==> config.mk <==
export PLATFORM = sky130hd
export DESIGN_NAME = dp_mem_responder
export DESIGN_NICKNAME = d
export VERILOG_FILES = /design/src/rtl/dp_mem_responder.sv
export SDC_FILE = /design/constraint.sdc
export NUM_CORES = 1
export LEC_CHECK = 0
export BUFFER_PORTS_ARGS = -buffer_cell sky130_fd_sc_hd__buf_2
export CAP_MARGIN = 10
export CORE_UTILIZATION = 35
export DETAILED_ROUTE_END_ITERATION = 16
export GPL_TIMING_DRIVEN = 0
export HOLD_SLACK_MARGIN = 0.05
export PLACE_DENSITY = 0.68
export SYNTH_ARGS = -nofsm -noshare
export SYNTH_HDL_FRONTEND = slang
export SYNTH_SLANG_ARGS = --single-unit
export TNS_END_PERCENT = 20
==> constraint.sdc <==
create_clock -name CLK -period 6.71 [get_ports CLK]
set_input_delay 0.671 -clock CLK [delete_from_list [all_inputs] [get_ports CLK]]
set_output_delay 0.671 -clock CLK [all_outputs]
set_load 0.005 [all_outputs]
==> src/rtl/dp_mem_responder.sv <==
//------------------------------------------------------------------------------
// Module   : dp_mem_responder
// Brief    : Arbitrates datapath instruction/data requests onto a single RAM
//            port, with a wait timeout, sticky error flag and halt handling.
//            Optional one-entry fetch buffer enabled by macro DP_RESP_IBUF_EN.
// Revision : 1.0 - initial release
//------------------------------------------------------------------------------
`default_nettype none

module dp_mem_responder #(
    parameter int RAM_TIMEOUT = 255
) (
    input  logic        CLK,
    input  logic        RST,
    input  logic        imemREN,
    input  logic [31:0] imemaddr,
    output logic        ihit,
    output logic [31:0] imemload,
    input  logic        dmemREN,
    input  logic        dmemWEN,
    input  logic [31:0] dmemaddr,
    input  logic [31:0] dmemstore,
    output logic        dhit,
    output logic [31:0] dmemload,
    input  logic        halt,
    output logic        ramREN,
    output logic        ramWEN,
    output logic [31:0] ramaddr,
    output logic [31:0] ramstore,
    input  logic [31:0] ramload,
    input  logic [1:0]  ramstate,
    output logic        err
);

    localparam int          CW          = $clog2(RAM_TIMEOUT + 2);
    localparam logic [1:0]  c_RS_ACCESS = 2'b10;
    localparam logic [1:0]  c_RS_ERROR  = 2'b11;
    localparam logic [31:0] c_BAD_DATA  = 32'hBAD1_BAD1;

    typedef enum logic [2:0] {
        S_IDLE   = 3'd0,
        S_DREQ   = 3'd1,
        S_IREQ   = 3'd2,
        S_RESP   = 3'd3,
        S_HALTED = 3'd4
    } state_t;

    state_t          r_state;
    logic            r_ihit;
    logic            r_dhit;
    logic            r_ramren;
    logic            r_ramwen;
    logic [31:0]     r_ramaddr;
    logic [31:0]     r_ramstore;
    logic [31:0]     r_imemload;
    logic [31:0]     r_dmemload;
    logic            r_err;
    logic            r_wr;
    logic            r_halt_pend;
    logic [CW-1:0]   r_cnt;

    logic            w_buf_hit;
    logic [31:0]     w_buf_data;
    logic            w_dreq_any;
    logic            w_waiting;
    logic            w_access;
    logic            w_fault;

    assign w_dreq_any = dmemREN | dmemWEN;
    assign w_waiting  = (r_state == S_DREQ) || (r_state == S_IREQ);
    assign w_access   = w_waiting && (ramstate == c_RS_ACCESS);
    assign w_fault    = w_waiting && !w_access &&
                        ((ramstate == c_RS_ERROR) || (r_cnt == CW'(RAM_TIMEOUT)));

`ifdef DP_RESP_IBUF_EN
    logic        r_bvalid;
    logic [31:0] r_btag;
    logic [31:0] r_bdata;

    // A buffered fetch only short-circuits when IDLE would otherwise start an IREQ.
    assign w_buf_hit  = (r_state == S_IDLE) && !halt && imemREN && !w_dreq_any &&
                        r_bvalid && !r_err && (imemaddr == r_btag);
    assign w_buf_data = r_bdata;

    always_ff @(posedge CLK or posedge RST) begin
        if (RST) begin
            r_bvalid <= 1'b0;
            r_btag   <= 32'd0;
            r_bdata  <= 32'd0;
        end else if (w_fault || r_err) begin
            r_bvalid <= 1'b0;
        end else if ((r_state == S_DREQ) && r_wr && (r_ramaddr == r_btag)) begin
            r_bvalid <= 1'b0;
        end else if ((r_state == S_IREQ) && w_access) begin
            r_bvalid <= 1'b1;
            r_btag   <= r_ramaddr;
            r_bdata  <= ramload;
        end
    end
`else
    assign w_buf_hit  = 1'b0;
    assign w_buf_data = 32'd0;
`endif

    always_ff @(posedge CLK or posedge RST) begin
        if (RST) begin
            r_state     <= S_IDLE;
            r_ihit      <= 1'b0;
            r_dhit      <= 1'b0;
            r_ramren    <= 1'b0;
            r_ramwen    <= 1'b0;
            r_ramaddr   <= 32'd0;
            r_ramstore  <= 32'd0;
            r_imemload  <= 32'd0;
            r_dmemload  <= 32'd0;
            r_err       <= 1'b0;
            r_wr        <= 1'b0;
            r_halt_pend <= 1'b0;
            r_cnt       <= '0;
        end else begin
            case (r_state)
                S_IDLE: begin
                    r_ihit <= 1'b0;
                    r_dhit <= 1'b0;
                    if (halt) begin
                        r_state <= S_HALTED;
                    end else if (w_dreq_any) begin
                        r_state     <= S_DREQ;
                        r_ramaddr   <= dmemaddr;
                        r_ramstore  <= dmemstore;
                        r_wr        <= dmemWEN;
                        r_ramwen    <= dmemWEN;
                        r_ramren    <= ~dmemWEN;
                        r_cnt       <= '0;
                        r_halt_pend <= 1'b0;
                    end else if (imemREN) begin
                        if (w_buf_hit) begin
                            r_imemload <= w_buf_data;
                        end else begin
                            r_state     <= S_IREQ;
                            r_ramaddr   <= imemaddr;
                            r_ramstore  <= dmemstore;
                            r_wr        <= 1'b0;
                            r_ramwen    <= 1'b0;
                            r_ramren    <= 1'b1;
                            r_cnt       <= '0;
                            r_halt_pend <= 1'b0;
                        end
                    end
                end

                S_DREQ, S_IREQ: begin
                    if (halt) begin
                        r_halt_pend <= 1'b1;
                    end
                    if (w_access || w_fault) begin
                        r_state  <= S_RESP;
                        r_ramren <= 1'b0;
                        r_ramwen <= 1'b0;
                        if (w_fault) begin
                            r_err <= 1'b1;
                        end
                        if (r_state == S_DREQ) begin
                            r_dhit     <= 1'b1;
                            r_dmemload <= w_access ? ramload : c_BAD_DATA;
                        end else begin
                            r_ihit     <= 1'b1;
                            r_imemload <= w_access ? ramload : c_BAD_DATA;
                        end
                    end else begin
                        r_cnt <= r_cnt + CW'(1);
                    end
                end

                S_RESP: begin
                    r_ihit   <= 1'b0;
                    r_dhit   <= 1'b0;
                    r_ramren <= 1'b0;
                    r_ramwen <= 1'b0;
                    r_state  <= (halt || r_halt_pend) ? S_HALTED : S_IDLE;
                end

                S_HALTED: begin
                    r_ihit   <= 1'b0;
                    r_dhit   <= 1'b0;
                    r_ramren <= 1'b0;
                    r_ramwen <= 1'b0;
                end

                default: begin
                    r_state  <= S_IDLE;
                    r_ihit   <= 1'b0;
                    r_dhit   <= 1'b0;
                    r_ramren <= 1'b0;
                    r_ramwen <= 1'b0;
                end
            endcase
        end
    end

    assign ihit     = r_ihit | w_buf_hit;
    assign imemload = w_buf_hit ? w_buf_data : r_imemload;
    assign dhit     = r_dhit;
    assign dmemload = r_dmemload;
    assign ramREN   = r_ramren;
    assign ramWEN   = r_ramwen;
    assign ramaddr  = r_ramaddr;
    assign ramstore = r_ramstore;
    assign err      = r_err;

endmodule

`default_nettype wire

Yosys cells after proc, flatten, opt, wreduce, memory -nomap -nowiden
Cells that the tools add are included.
{ "totals": {"reg_bits": 146, "latchBits": 0, "ramBits": 0, "mem_bits_ro": 0, "inputBits": 136, "output_inout_bits": 133, "elab_cells": 90, "mem_count": 0} }
{ "op_classes": {"add_sub_neg": 1, "mul": 0, "n_div": 0, "order_cmp": 0, "n_eq_ne": 15, "n_shift": 0, "muxes": 35, "n_bitwise": 5, "n_reduce_logical": 22} }
{ "ops": {"columns": ["cell", "n"], "rows": [
  ["2-to-1 mux 32 bit", 5],
  ["2-to-1 mux 9 bit", 4],
  ["one-hot mux 9 bit (2 select lines)", 1],
  ["AND reduction 3 bit", 6],
  ["2-to-1 mux 1 bit", 16],
  ["2-to-1 mux 3 bit", 5],
  ["inequality test 2 bit, second input constant", 6],
  ["one-hot mux 3 bit (4 select lines)", 1],
  ["adder 9 x 1 -> 9 bit, second input constant", 1],
  ["equality test 9 x 8 -> 1 bit, second input constant", 1],
  ["AND reduction 4 bit", 2],
  ["equality test 3 x 2 -> 1 bit, second input constant", 2],
  ["one-hot mux 1 bit (2 select lines)", 3],
  ["equality test 2 bit, second input constant", 2],
  ["logical OR 1 bit", 4],
  ["inequality test 4 bit, second input constant", 1],
  ["NOT 1 bit", 4],
  ["AND reduction 2 bit", 2],
  ["nonzero test 2 bit", 2],
  ["equality test 3 x 1 -> 1 bit, second input constant", 1],
  ["equality test 3 bit, second input constant", 1],
  ["logical AND 1 bit", 3],
  ["logical NOT 3 bit", 1],
  ["inequality test 3 bit, second input constant", 1],
  ["other kinds (3)", 3]
]} }

Longest topological paths before layout
Gate-level depths: netlist of run 1.
{ "depth": {"ltp_word": 9, "depth_mapped": 10, "depth_no_buf": 8} }

Least setup slack after synthesis of run 1
No wires, ideal clock.
{ "synth_path": {"path_kind": "reg-to-reg", "startpoint": "register r_cnt[2]", "endpoint": "register r_imemload[0] (netlist: imemload[0])", "setup_time_ns": 0.130, "t_arrival_ns": 1.800, "required_time_ns": 6.580, "path_slack_ns": 4.780, "path_stages_with_launch": 11, "n_path_buf": 2, "synth_period_minus_slack_ns": 1.930, "path_cell_list": "dfrtp_1 and4_1 nand2_1 nor2_1 ha_1 nor2_2 or3_1 buf_2 clkbuf_1 nand2_1 o21ai_1"} }
{ "synth_via": {"elab_chain_cells": 5} }
{ "synth_rtl": {"columns": ["item", "line_no", "source"], "rows": [
  ["start: declaration", "60", "logic [CW-1:0] r_cnt;"],
  ["start signal: assignment", "171", "r_cnt <= r_cnt + CW'(1);"],
  ["equality test 9 x 8 -> 1 bit", "73", "((ramstate == c_RS_ERROR) || (r_cnt == CW'(RAM_TIMEOUT)));"],
  ["logical OR 1 bit", "73", null],
  ["logical AND 1 bit", "72", "assign w_fault = w_waiting && !w_access &&"],
  ["logical OR 1 bit", "156", "if (w_access || w_fault) begin"],
  ["AND reduction 3 bit (no source line)", null, null],
  ["end signal: assignment", "138", "r_imemload <= w_buf_data;"],
  ["end signal: assignment", "168", "r_imemload <= w_access ? ramload : c_BAD_DATA;"],
  ["end: declaration", "55", "logic [31:0] r_imemload;"]
]} }
Every way passes these cells.
A chain may end at the register's enable or synchronous reset.

Final worst setup path of run 1
{ "layout_path": {"startpoint": "register r_cnt[2]", "endpoint": "register r_imemload[11] (netlist: imemload[11])"} }
Same word-level chain as after synthesis.

==> out/results.tsv, run 1 <==
metric	value	unit
leftover overflow at the end of global routing	0	
Detail Route Antenna Nets	0	
first-pass iteration count of the detailed router	5	
Mapped Area	0.00601	mm^2
max-slew headroom at the worst pin	55.0	%
number of buffers and inverters on the critical path	2	
Final HPWL DP	12300	um
outcome	finished, final reports clean	
Boundary Pins	269	
Setup Total Neg Slack	0	ns
net count reported at finish	1045	
total clock sinks	146	
Tcrit/Tclk final	35.3	%
first-pass GRT wire length	27200	um
Clock Skews	0.0105	ns
number of buffers created by CTS	17	
power per standard cell area	415	mW/mm^2
share of synthesized flip-flops with an asynchronous set or reset	100	%
gp weighted congestion	0.860	
worst skew pair latency	0.42	ns
overall die area	0.0177	mm^2
startpoint of the worst-slack reg-to-reg timing path	r_cnt[2]	
Bufs on Longest Clock Path	2	
total of hold buffers inserted after clock tree synthesis	0	
number of DRC violations after detailed routing	0	
transition time of the tightest slew-check pin	0.672	ns
count of unique library cells instantiated by Yosys	42	
worst flop-to-flop path endpoint	imemload[11]	
floorplan die height	133	um
total of buffers placed on input and output ports	268	
critical path peak fanout	10	
Post-Syn Area per Cell	9.71	um^2
number of placed instances, taps included	1108	
chip width	133	um
number of enable-type register cells in the synthesized netlist	0	
Iteration-0 DRC Markers	205	
Leakage Power	4.36	nW
number of filler cells placed in the layout	1647	
gate count after technology mapping	619	
class of the most critical hold timing path	in2async	
diodes inserted	0	
H-tree lvl count	4	
antenna violations before repair	0	
average wire per standard cell	14.7	um
Peak supply drop	0.000187	V
vias in the first global route	5270	
Synthesized Nets	757	
cell type with the highest occurrence count on the critical path	sky130_fd_sc_hd__nand2_1	
vias after detailed routing	5331	
count of standard-cell rows	47	
number of synthesized register bits	146	
all-layer global routing usage	19.7	%
yosys synthesis warning count	0	
type of element capturing the critical path	flop	
# setup viols final	0	
Worst Setup Start Kind	flop	
pin count of the biggest net entering global routing	83	
Critical Path AT	2.65	ns
primary flip-flop cell chosen by synthesis mapping	sky130_fd_sc_hd__dfrtp_1	
delay of the slowest cell on the worst path	0.42	ns
clock tree from TritonCTS	yes	
utilization of the core after routing	49.2	%
Slew Viols, Final	0	
fin area	0.00822	mm^2
minimum clock period after layout	2.37	ns
initial core utilization	36.0	%
required time worst endpoint	6.99	ns
Peak Freq	0.423	GHz
Hold Vio Cnt, Final	0	
least setup slack across all paths after layout	4.34	ns
RSZ-0062 raised after global routing	false	
FF-to-FF path depth	10	
total wire length after detailed routing	16800	um
number of vias per cell	4.68	
setup fix buffers added after clock tree synthesis	0	
reg2reg setup slack	4.34	ns
kind of cell adding the most delay to the critical path	simple AND/OR/NAND/NOR gates	
cell chosen for the clock root	sky130_fd_sc_hd__clkbuf_16	
chain of cells forming the critical path	and4_1 -> nand2_1 -> nor2_1 -> ha_1 -> nor2_2 -> or3_1 -> buf_2 -> clkbuf_1 -> nand2_1 -> o21ai_1	
area growth from synthesis to layout	36.9	%
PostCTS Resize Cnt	0	
multi-input combinational cell area	0.00215	mm^2
clock-pin slew on the worst setup and hold paths	0.07	ns
total cell area at the placement stage	0.00766	mm^2
Crit Path Class	reg2reg	
footprint of the flip-flops and latches	0.00365	mm^2
share of final-layout standard cells stronger than drive strength 1	35.5	%
Worst path slowest cell	sky130_fd_sc_hd__dfrtp_1	
fraction of the yosys area taken by sequential cells	60.8	%
core area	0.0167	mm^2
max capacitance violation total	0	
post-placement worst setup slack	4.32	ns
number of standard cells in the layout, taps in and fillers out	1140	
==> cells by family (layout without fill, tap and decap cells) <==
group / Yosys count / after routing / synth area share (%)
multiplexers: 33 / 33 / 5.52
AO/OA/AOI/OAI: 123 / 123 / 11.3
AND/OR/NAND/NOR: 272 / 272 / 18.4
adder cells (fa/ha/maj): 2 / 2 / 0.416
XOR/XNOR: 1 / 1 / 0.271
flip-flops: 146 / 146 / 60.8
buffers and inverters: 42 / 343 / 3.35
==> cell type report <==
cell class,count,share of cell area [%]
timing repair buffer,269,16.6
buffer,38,2.27
multi-input combinational,431,26.2
clock inverter,12,1.34
sequential,146,44.4
clock buffer,20,5.55
tap,220,3.35
inverter,4,0.243
==> cells in the mapped netlist, drive strengths merged, types with 4 or more instances <==
cell | instances | area [um^2]
o21ai | 101 | 505
nor2 | 26 | 100
buf | 22 | 126
a21oi | 5 | 25.0
inv | 4 | 15.0
dfrtp | 146 | 3650
mux2i | 32 | 320
nand2 | 219 | 822
or3 | 4 | 25.0
nand3 | 5 | 25.0
clkbuf | 16 | 60.1
==> worst register-to-register path, delay by kind of cell, from the launching register on <==
family	cells	cell delay, ns
fa+ha+maj	1	0.22
buf+inv	2	0.46
simple gates	6	1.05
compound gates	1	0.07
flops	1	0.42
==> layer usage <==
layer  GRT usage, %  routed length, um
met1           24.9               7560
met2           32.5               7920
met3           6.13               1150
met4           5.62                162
met5              0                  0
==> power by group <==
group | internal, mW | leakage, nW | switching (mW)
registers | 1.23 | 1.85 | 0.181
clock network | 0.530 | 0.268 | 0.377
logic | 0.479 | 2.24 | 0.616
==> cell usage in the layout (no fill, tap or decap), drive strengths merged, types with 2 or more instances in the layout <==
cell | netlist | routed
o21ai | 101 | 101
nand4 | 2 | 2
o2bb2ai | 2 | 2
and3 | 2 | 2
o41ai | 2 | 2
ha | 2 | 2
inv | 4 | 4
or4 | 3 | 3
nand3 | 5 | 5
o211ai | 3 | 3
nand2b | 2 | 2
nor2 | 26 | 26
a21oi | 5 | 5
clkinv | 0 | 7
or3 | 4 | 4
a2111o | 2 | 2
buf | 22 | 291
clkinvlp | 0 | 4
mux2i | 32 | 32
nand2 | 219 | 219
clkbuf | 16 | 36
dfrtp | 146 | 146
nor3 | 3 | 3
==> stage by stage <==
step	total power [mW]	hold WS (ns)
3_5_place_dp	2.54	0.444
4_1_cts	3.46	0.348
3_3_place_gp	2.50	0.438
2_1_floorplan	1.98	0.439
5_1_grt	3.67	0.363
6_report	3.41	0.335
==> flip-flops by register name, indices dropped and copies added, names as in the netlist <==
name / count
dhit: 1
ramREN: 1
r_cnt: 9
err: 1
imemload: 32
r_state: 3
ramaddr: 32
ramWEN: 1
dmemload: 32
r_halt_pend: 1
ihit: 1
ramstore: 32
==> worst max path at each step <==
stage          depth (start not counted)  slack (ns)            to     start
6_report                              10        4.34  imemload[11]  r_cnt[2]
5_1_grt                               10        4.11   imemload[1]  r_cnt[2]
4_1_cts                               10        4.33  imemload[11]  r_cnt[0]
3_5_place_dp                           7        4.32      r_cnt[4]   dmemWEN
3_3_place_gp                           2        0.32    ramaddr[9]       RST
2_1_floorplan                          1        2.12          dhit       RST
Note: power is estimated with default switching activity, not from simulation.
==> run 2, diff against run 1 <==
clock period = 2.2 ns   (was 6.71 ns; I/O delays follow)
==> out/results.tsv, run 2 (synthesis results as in run 1) <==
metric	value	unit	change
outcome	finished, final reports clean		unchanged
GRT met1 Usage	24.9	%	about the same
clock share of power	28.5	%	was 26.6%
# setup viols final	0		unchanged
first-pass GRT wire length	28000	um	was 27,200 um
floorplan die height	133	um	unchanged
number of DRC violations after detailed routing	0		unchanged
Crit Path Class	reg2reg		unchanged
class of the most critical hold timing path	in2reg		was in2async
critical path peak fanout	10		unchanged
part of the total power dissipated in sequential elements	39.5	%	was 41.3%
kind of cell adding the most delay to the critical path	simple AND/OR/NAND/NOR gates		unchanged
Tcrit/Tclk final	95.0	%	was 35.3%
area growth from synthesis to layout	45.9	%	was 36.9%
most frequent cells in the layout	282 x sky130_fd_sc_hd__buf_2, 217 x sky130_fd_sc_hd__nand2_1, 146 x sky130_fd_sc_hd__dfrtp_1		was 285 x sky130_fd_sc_hd__buf_2, 219 x sky130_fd_sc_hd__nand2_1, 146 x sky130_fd_sc_hd__dfrtp_1
count of cells along the worst hold path	3		
switching share of power	33.9	%	was 34.4%
most frequent standard cell in the layout excluding fill and tap cells	sky130_fd_sc_hd__buf_2		unchanged
net count reported at finish	1085		was 1,045
type of element capturing the critical path	flop		unchanged
Leakage Power	4.61	nW	was 4.36 nW
max-slew headroom at the worst pin	59.3	%	was 55.0%
Detail Route Antenna Nets	0		unchanged
global-route met2 utilization	34.1	%	was 32.5%
chip width	133	um	unchanged
initial core utilization	36.0	%	unchanged
antenna violations before repair	2		was 0
transition time of the tightest slew-check pin	0.609	ns	was 0.672 ns
core area	0.0167	mm^2	unchanged
chain of cells forming the critical path	and4_4 -> nand2_2 -> nor2_2 -> ha_2 -> nor2_2 -> or3_4 -> buf_4 -> clkbuf_4 -> nand2_1 -> o21ai_1		was and4_1 -> nand2_1 -> nor2_1 -> ha_1 -> nor2_2 -> or3_1 -> buf_2 -> clkbuf_1 -> nand2_1 -> o21ai_1
share of final-layout standard cells stronger than drive strength 1	36.1	%	was 35.5%
pin count of the biggest net entering global routing	42		was 83
count of standard-cell rows	47		unchanged
vias after detailed routing	5570		was 5,331
leftover overflow at the end of global routing	0		unchanged
Slew Viols, Final	0		unchanged
number of standard cells in the layout, taps in and fillers out	1182		was 1,140
Iteration-0 DRC Markers	178		was 205
total cell area at the placement stage	0.00771	mm^2	was 0.00766 mm^2
required time worst endpoint	2.50	ns	was 6.99 ns
Setup Total Neg Slack	0	ns	unchanged
clock tree from TritonCTS	yes		unchanged
Bufs on Longest Clock Path	2		unchanged
number of logic stages on the critical path including buffering	10		unchanged
Final HPWL DP	12500	um	was 12,300 um
H-tree lvl count	4		unchanged
vias in the first global route	5491		was 5,270
total wire length after detailed routing	17600	um	was 16,800 um
Worst Setup Start Kind	flop		unchanged
clock-pin slew on the worst setup and hold paths	0.06	ns	was 0.07 ns
max capacitance violation total	0		unchanged
gp weighted congestion	0.842		was 0.860
FF-to-FF path depth	10		unchanged
fin area	0.00877	mm^2	was 0.00822 mm^2
GRT met3 Usage	6.02	%	was 6.13%
first-pass iteration count of the detailed router	4		was 5
delay of the slowest cell on the worst path	0.41	ns	was 0.42 ns
reported net switching power	3.70	mW	was 1.17 mW
hold slack final	0.0637	ns	was 0.335 ns
routing layer with the top usage in global route	met2		unchanged
Hold Vio Cnt, Final	0		unchanged
number of buffers and inverters on the critical path	2		unchanged
cell type with the highest occurrence count on the critical path	sky130_fd_sc_hd__nor2_2		was sky130_fd_sc_hd__nand2_1
minimum clock period after layout	2.09	ns	was 2.37 ns
total clock sinks	146		unchanged
Boundary Pins	269		unchanged
total of buffers placed on input and output ports	268		unchanged
Peak Freq	0.479	GHz	was 0.423 GHz
utilization of the core after routing	52.5	%	was 49.2%
share of power burned in combinational logic	32.1	%	about the same
worst skew pair latency	0.42	ns	about the same
Clock Skews	0.0153	ns	was 0.0105 ns
number of vias per cell	4.71		was 4.68
cell chosen for the clock root	sky130_fd_sc_hd__clkbuf_16		unchanged
overall die area	0.0177	mm^2	unchanged
number of placed instances, taps included	1111		was 1,108
number of filler cells placed in the layout	1531		was 1,647
Peak supply drop	0.000565	V	was 0.000187 V
Worst path slowest cell	sky130_fd_sc_hd__dfrtp_1		unchanged
power per standard cell area	1250	mW/mm^2	was 415 mW/mm^2
average wire per standard cell	14.9	um	was 14.7 um
internal power consumption	7.22	mW	was 2.24 mW
all-layer global routing usage	20.3	%	was 19.7%
Critical Path AT	2.38	ns	was 2.65 ns
number of buffers created by CTS	17		unchanged
[run 2: changes by cell type in the layout (fill, tap and decap cells not counted), moves of 3 or more]
| cell | change |
|---|---|
| sky130_fd_sc_hd__buf_12 | +4 |
| sky130_fd_sc_hd__clkbuf_1 | -6 |
| sky130_fd_sc_hd__dlygate4sd3_1 | +35 |
| sky130_fd_sc_hd__clkbuf_4 | +3 |
| sky130_fd_sc_hd__clkinv_2 | -3 |
| sky130_fd_sc_hd__buf_4 | +9 |
| sky130_fd_sc_hd__clkinvlp_4 | -3 |
| sky130_fd_sc_hd__bufinv_16 | +3 |
| sky130_fd_sc_hd__buf_2 | -3 |
[run 2: through the flow]
stage | worst slack, ns | power (mW)
2_1_floorplan | 0.147 | 6.03
3_3_place_gp | -0.861 | 7.64
3_5_place_dp | -0.172 | 7.76
4_1_cts | 0.0164 | 11.0
5_1_grt | -0.0118 | 11.6
6_report | 0.111 | 10.9
[run 2: worst paths after layout]
check / from / endpoint / slack (ns)
max in group asynchronous: RST / ramstore[5] / 1.02
setup / recovery: r_cnt[3] / imemload[18] / 0.11
setup reg to reg: r_cnt[3] / imemload[18] / 0.11
min in group asynchronous: RST / dmemload[23] / 0.41
hold / removal: ramload[22] / dmemload[22] / 0.06
hold reg to reg: err / err / 0.45
[run 2: layer usage]
| layer | routed length [um] | up-vias | part of all wire (%) |
|---|---|---|---|
| met4 | 300 | 0 | 1.7 |
| met2 | 8500 | 222 | 48 |
| met1 | 7620 | 2603 | 43 |
| li1 | - | 2727 | - |
| met5 | 0 | - | 0 |
| met3 | 1210 | 18 | 6.8 |
[run 2: power groups by stage]
stage | Clock [mW] | Combinational, mW | Sequential, mW
finish | 3.11 | 3.50 | 4.31
global route | 3.28 | 3.95 | 4.43
CTS | 3.16 | 3.50 | 4.30
detailed placement | 0 | 3.44 | 4.33
global placement | 0 | 3.33 | 4.31
floorplan | 0 | 1.62 | 4.41
[run 2: repair_timing]
item,4_1_cts,5_1_grt
hold buffers,35,0
resized for setup,12,23
setup buffers,1,1
hold endpoints to repair,56,0
setup endpoints to repair,51,68
pin swaps,0,2
[run 2: area by class of cell]
type | count | area [um^2] | area share, %
multi-input combinational | 431 | 2170 | 24.8
clock inverter | 13 | 199 | 2.27
timing repair buffer | 309 | 1790 | 20.4
clock buffer | 19 | 433 | 4.94
buffer | 38 | 223 | 2.54
tap | 220 | 275 | 3.14
antenna | 2 | 5.00 | 0.0571
sequential | 146 | 3650 | 41.7
inverter | 4 | 18.8 | 0.214
[run 2: tightest hold or removal path: stages]
cell	delay, ns
sky130_fd_sc_hd__buf_2	0.07
sky130_fd_sc_hd__nor2_1	0.04
sky130_fd_sc_hd__o21ai_1	0.10
==> run 3, diff against run 2 <==
PLACE_DENSITY = 0.71   (was 0.68)
clock period = 1.8 ns   (was 2.2 ns; I/O delays follow)
==> out/results.tsv, run 3 (synthesis results as in run 1) <==
metric	value	unit	change
transition time of the tightest slew-check pin	0.769	ns	was 0.609 ns
Iteration-0 DRC Markers	274		was 178
core area	0.0167	mm^2	unchanged
Peak Freq	0.513	GHz	was 0.479 GHz
chip width	133	um	unchanged
Worst Setup Start Kind	flop		unchanged
total of buffers placed on input and output ports	268		unchanged
vias after detailed routing	5951		was 5,570
Critical Path AT	2.24	ns	was 2.38 ns
count of standard-cell rows	47		unchanged
Final HPWL DP	12800	um	was 12,500 um
gp weighted congestion	0.861		was 0.842
RSZ-0062 raised after global routing	true		
antenna violations before repair	3		was 2
Tcrit/Tclk final	108	%	was 95.0%
leftover overflow at the end of global routing	0		unchanged
first-pass GRT wire length	30000	um	was 28,000 um
number of standard cells in the layout, taps in and fillers out	1247		was 1,182
floorplan die height	133	um	unchanged
critical path peak fanout	10		unchanged
number of DRC violations after detailed routing	0		unchanged
multi-input combinational cell area	0.00236	mm^2	was 0.00217 mm^2
failing checks	setup timing		
type of element capturing the critical path	flop		unchanged
initial core utilization	36.0	%	unchanged
Slew Viols, Final	0		unchanged
number of placed instances, taps included	1111		unchanged
average wire per standard cell	15.3	um	was 14.9 um
share of final-layout standard cells stronger than drive strength 1	38.9	%	was 36.1%
Boundary Pins	269		unchanged
number of buffers created by CTS	17		unchanged
area growth from synthesis to layout	61.5	%	was 45.9%
Bufs on Longest Clock Path	2		unchanged
Leakage Power	5.02	nW	was 4.61 nW
net count reported at finish	1151		was 1,085
max capacitance violation total	0		unchanged
cell chosen for the clock root	sky130_fd_sc_hd__clkbuf_16		unchanged
minimum clock period after layout	1.95	ns	was 2.09 ns
most frequent cells in the layout	276 x sky130_fd_sc_hd__buf_2, 204 x sky130_fd_sc_hd__nand2_1, 146 x sky130_fd_sc_hd__dfrtp_1		was 282 x sky130_fd_sc_hd__buf_2, 217 x sky130_fd_sc_hd__nand2_1, 146 x sky130_fd_sc_hd__dfrtp_1
first-pass iteration count of the detailed router	4		unchanged
worst skew pair latency	0.41	ns	was 0.42 ns
power per standard cell area	1410	mW/mm^2	was 1250 mW/mm^2
Detail Route Antenna Nets	0		unchanged
outcome	finished with violations		was finished, final reports clean
Hold Vio Cnt, Final	0		unchanged
Setup Total Neg Slack	-4.78	ns	was 0 ns
total wire length after detailed routing	19100	um	was 17,600 um
hold slack final	0.0585	ns	was 0.0637 ns
total clock sinks	146		unchanged
Peak supply drop	0.000843	V	was 0.000565 V
overall die area	0.0177	mm^2	unchanged
clock-pin slew on the worst setup and hold paths	0.06	ns	about the same
pin count of the biggest net entering global routing	35		was 42
all-layer global routing usage	21.8	%	was 20.3%
required time worst endpoint	2.08	ns	was 2.50 ns
# setup viols final	68		was 0
most frequent standard cell in the layout excluding fill and tap cells	sky130_fd_sc_hd__buf_2		unchanged
footprint of the flip-flops and latches	0.00365	mm^2	unchanged
number of filler cells placed in the layout	1459		was 1,531
max-slew headroom at the worst pin	48.6	%	was 59.3%
clock tree from TritonCTS	yes		unchanged
H-tree lvl count	4		unchanged
class of the most critical hold timing path	in2reg		unchanged
least setup slack across all paths after layout	-0.151	ns	was 0.111 ns
vias in the first global route	6033		was 5,491
number of vias per cell	4.77		was 4.71
post-placement worst setup slack	-0.538	ns	was -0.172 ns
Crit Path Class	reg2reg		unchanged
Clock Skews	0.0109	ns	was 0.0153 ns
==> run 3: critical path: stages (launching register included) <==
cell                        delay, ns
sky130_fd_sc_hd__dfrtp_1         0.35
sky130_fd_sc_hd__and4_4          0.25
sky130_fd_sc_hd__nand2_4         0.06
sky130_fd_sc_hd__nor2_4          0.10
sky130_fd_sc_hd__ha_4            0.16
sky130_fd_sc_hd__nor2_4          0.04
sky130_fd_sc_hd__or3_4           0.36
sky130_fd_sc_hd__buf_8           0.16
sky130_fd_sc_hd__clkbuf_16       0.16
sky130_fd_sc_hd__nand2_1         0.08
sky130_fd_sc_hd__o21ai_1         0.08
==> run 3: where the power goes <==
part	internal [mW]	switching, mW	leakage, nW
Sequential	4.58	0.733	1.85
Combinational	2.24	2.57	2.89
Clock	2.23	1.34	0.288
Total	9.05	4.64	5.02
==> run 3: what timing repair did <==
action                                  CTS  global route
endpoints found under the hold margin   129             2
gates resized for setup                  51            45
hold buffers                             81             2
buffers inserted                         12             4
pin swaps                                 3            11
endpoints found under the setup margin  109           138
gates cloned                              2             2
==> run 3: path summary, 6_finish.rpt <==
kind	from	to	slack, ns	depth (start not counted)
max	r_cnt[5]	imemload[0]	-0.15	10
min	dmemaddr[31]	ramaddr[31]	0.06	3
max reg2reg	r_cnt[5]	imemload[0]	-0.15	10
min reg2reg	err	err	0.45	1
max in group asynchronous	RST	ramaddr[17]	0.51	5
min in group asynchronous	RST	dmemload[27]	0.45	3
==> run 3: area by class of cell <==
type | instances | area share, %
clock inverter | 10 | 1.38
antenna | 3 | 0.0774
timing repair buffer | 375 | 25.3
inverter | 4 | 0.193
clock buffer | 20 | 4.71
sequential | 146 | 37.6
buffer | 38 | 3.46
tap | 220 | 2.84
multi-input combinational | 431 | 24.4
==> run 3: per-stage QoR <==
step                      power (mW)  util, %  instance area [um^2]
after global placement          9.34     45.7                  7630
after global routing            14.6     58.1                  9700
final                           13.7     58.1                  9700
after CTS                       13.5     56.5                  9430
after floorplan                 7.37        -                  6010
after detailed placement        9.49     46.2                  7720
==> run 3: metal layers <==
metal  vias up  part of all wire (%)  track usage (%)
met4         0                   2.4             8.68
met2       249                    49             37.6
met5         -                     0                0
met3        26                   6.1             6.05
li1       2861                     -                -
met1      2815                    42             25.6
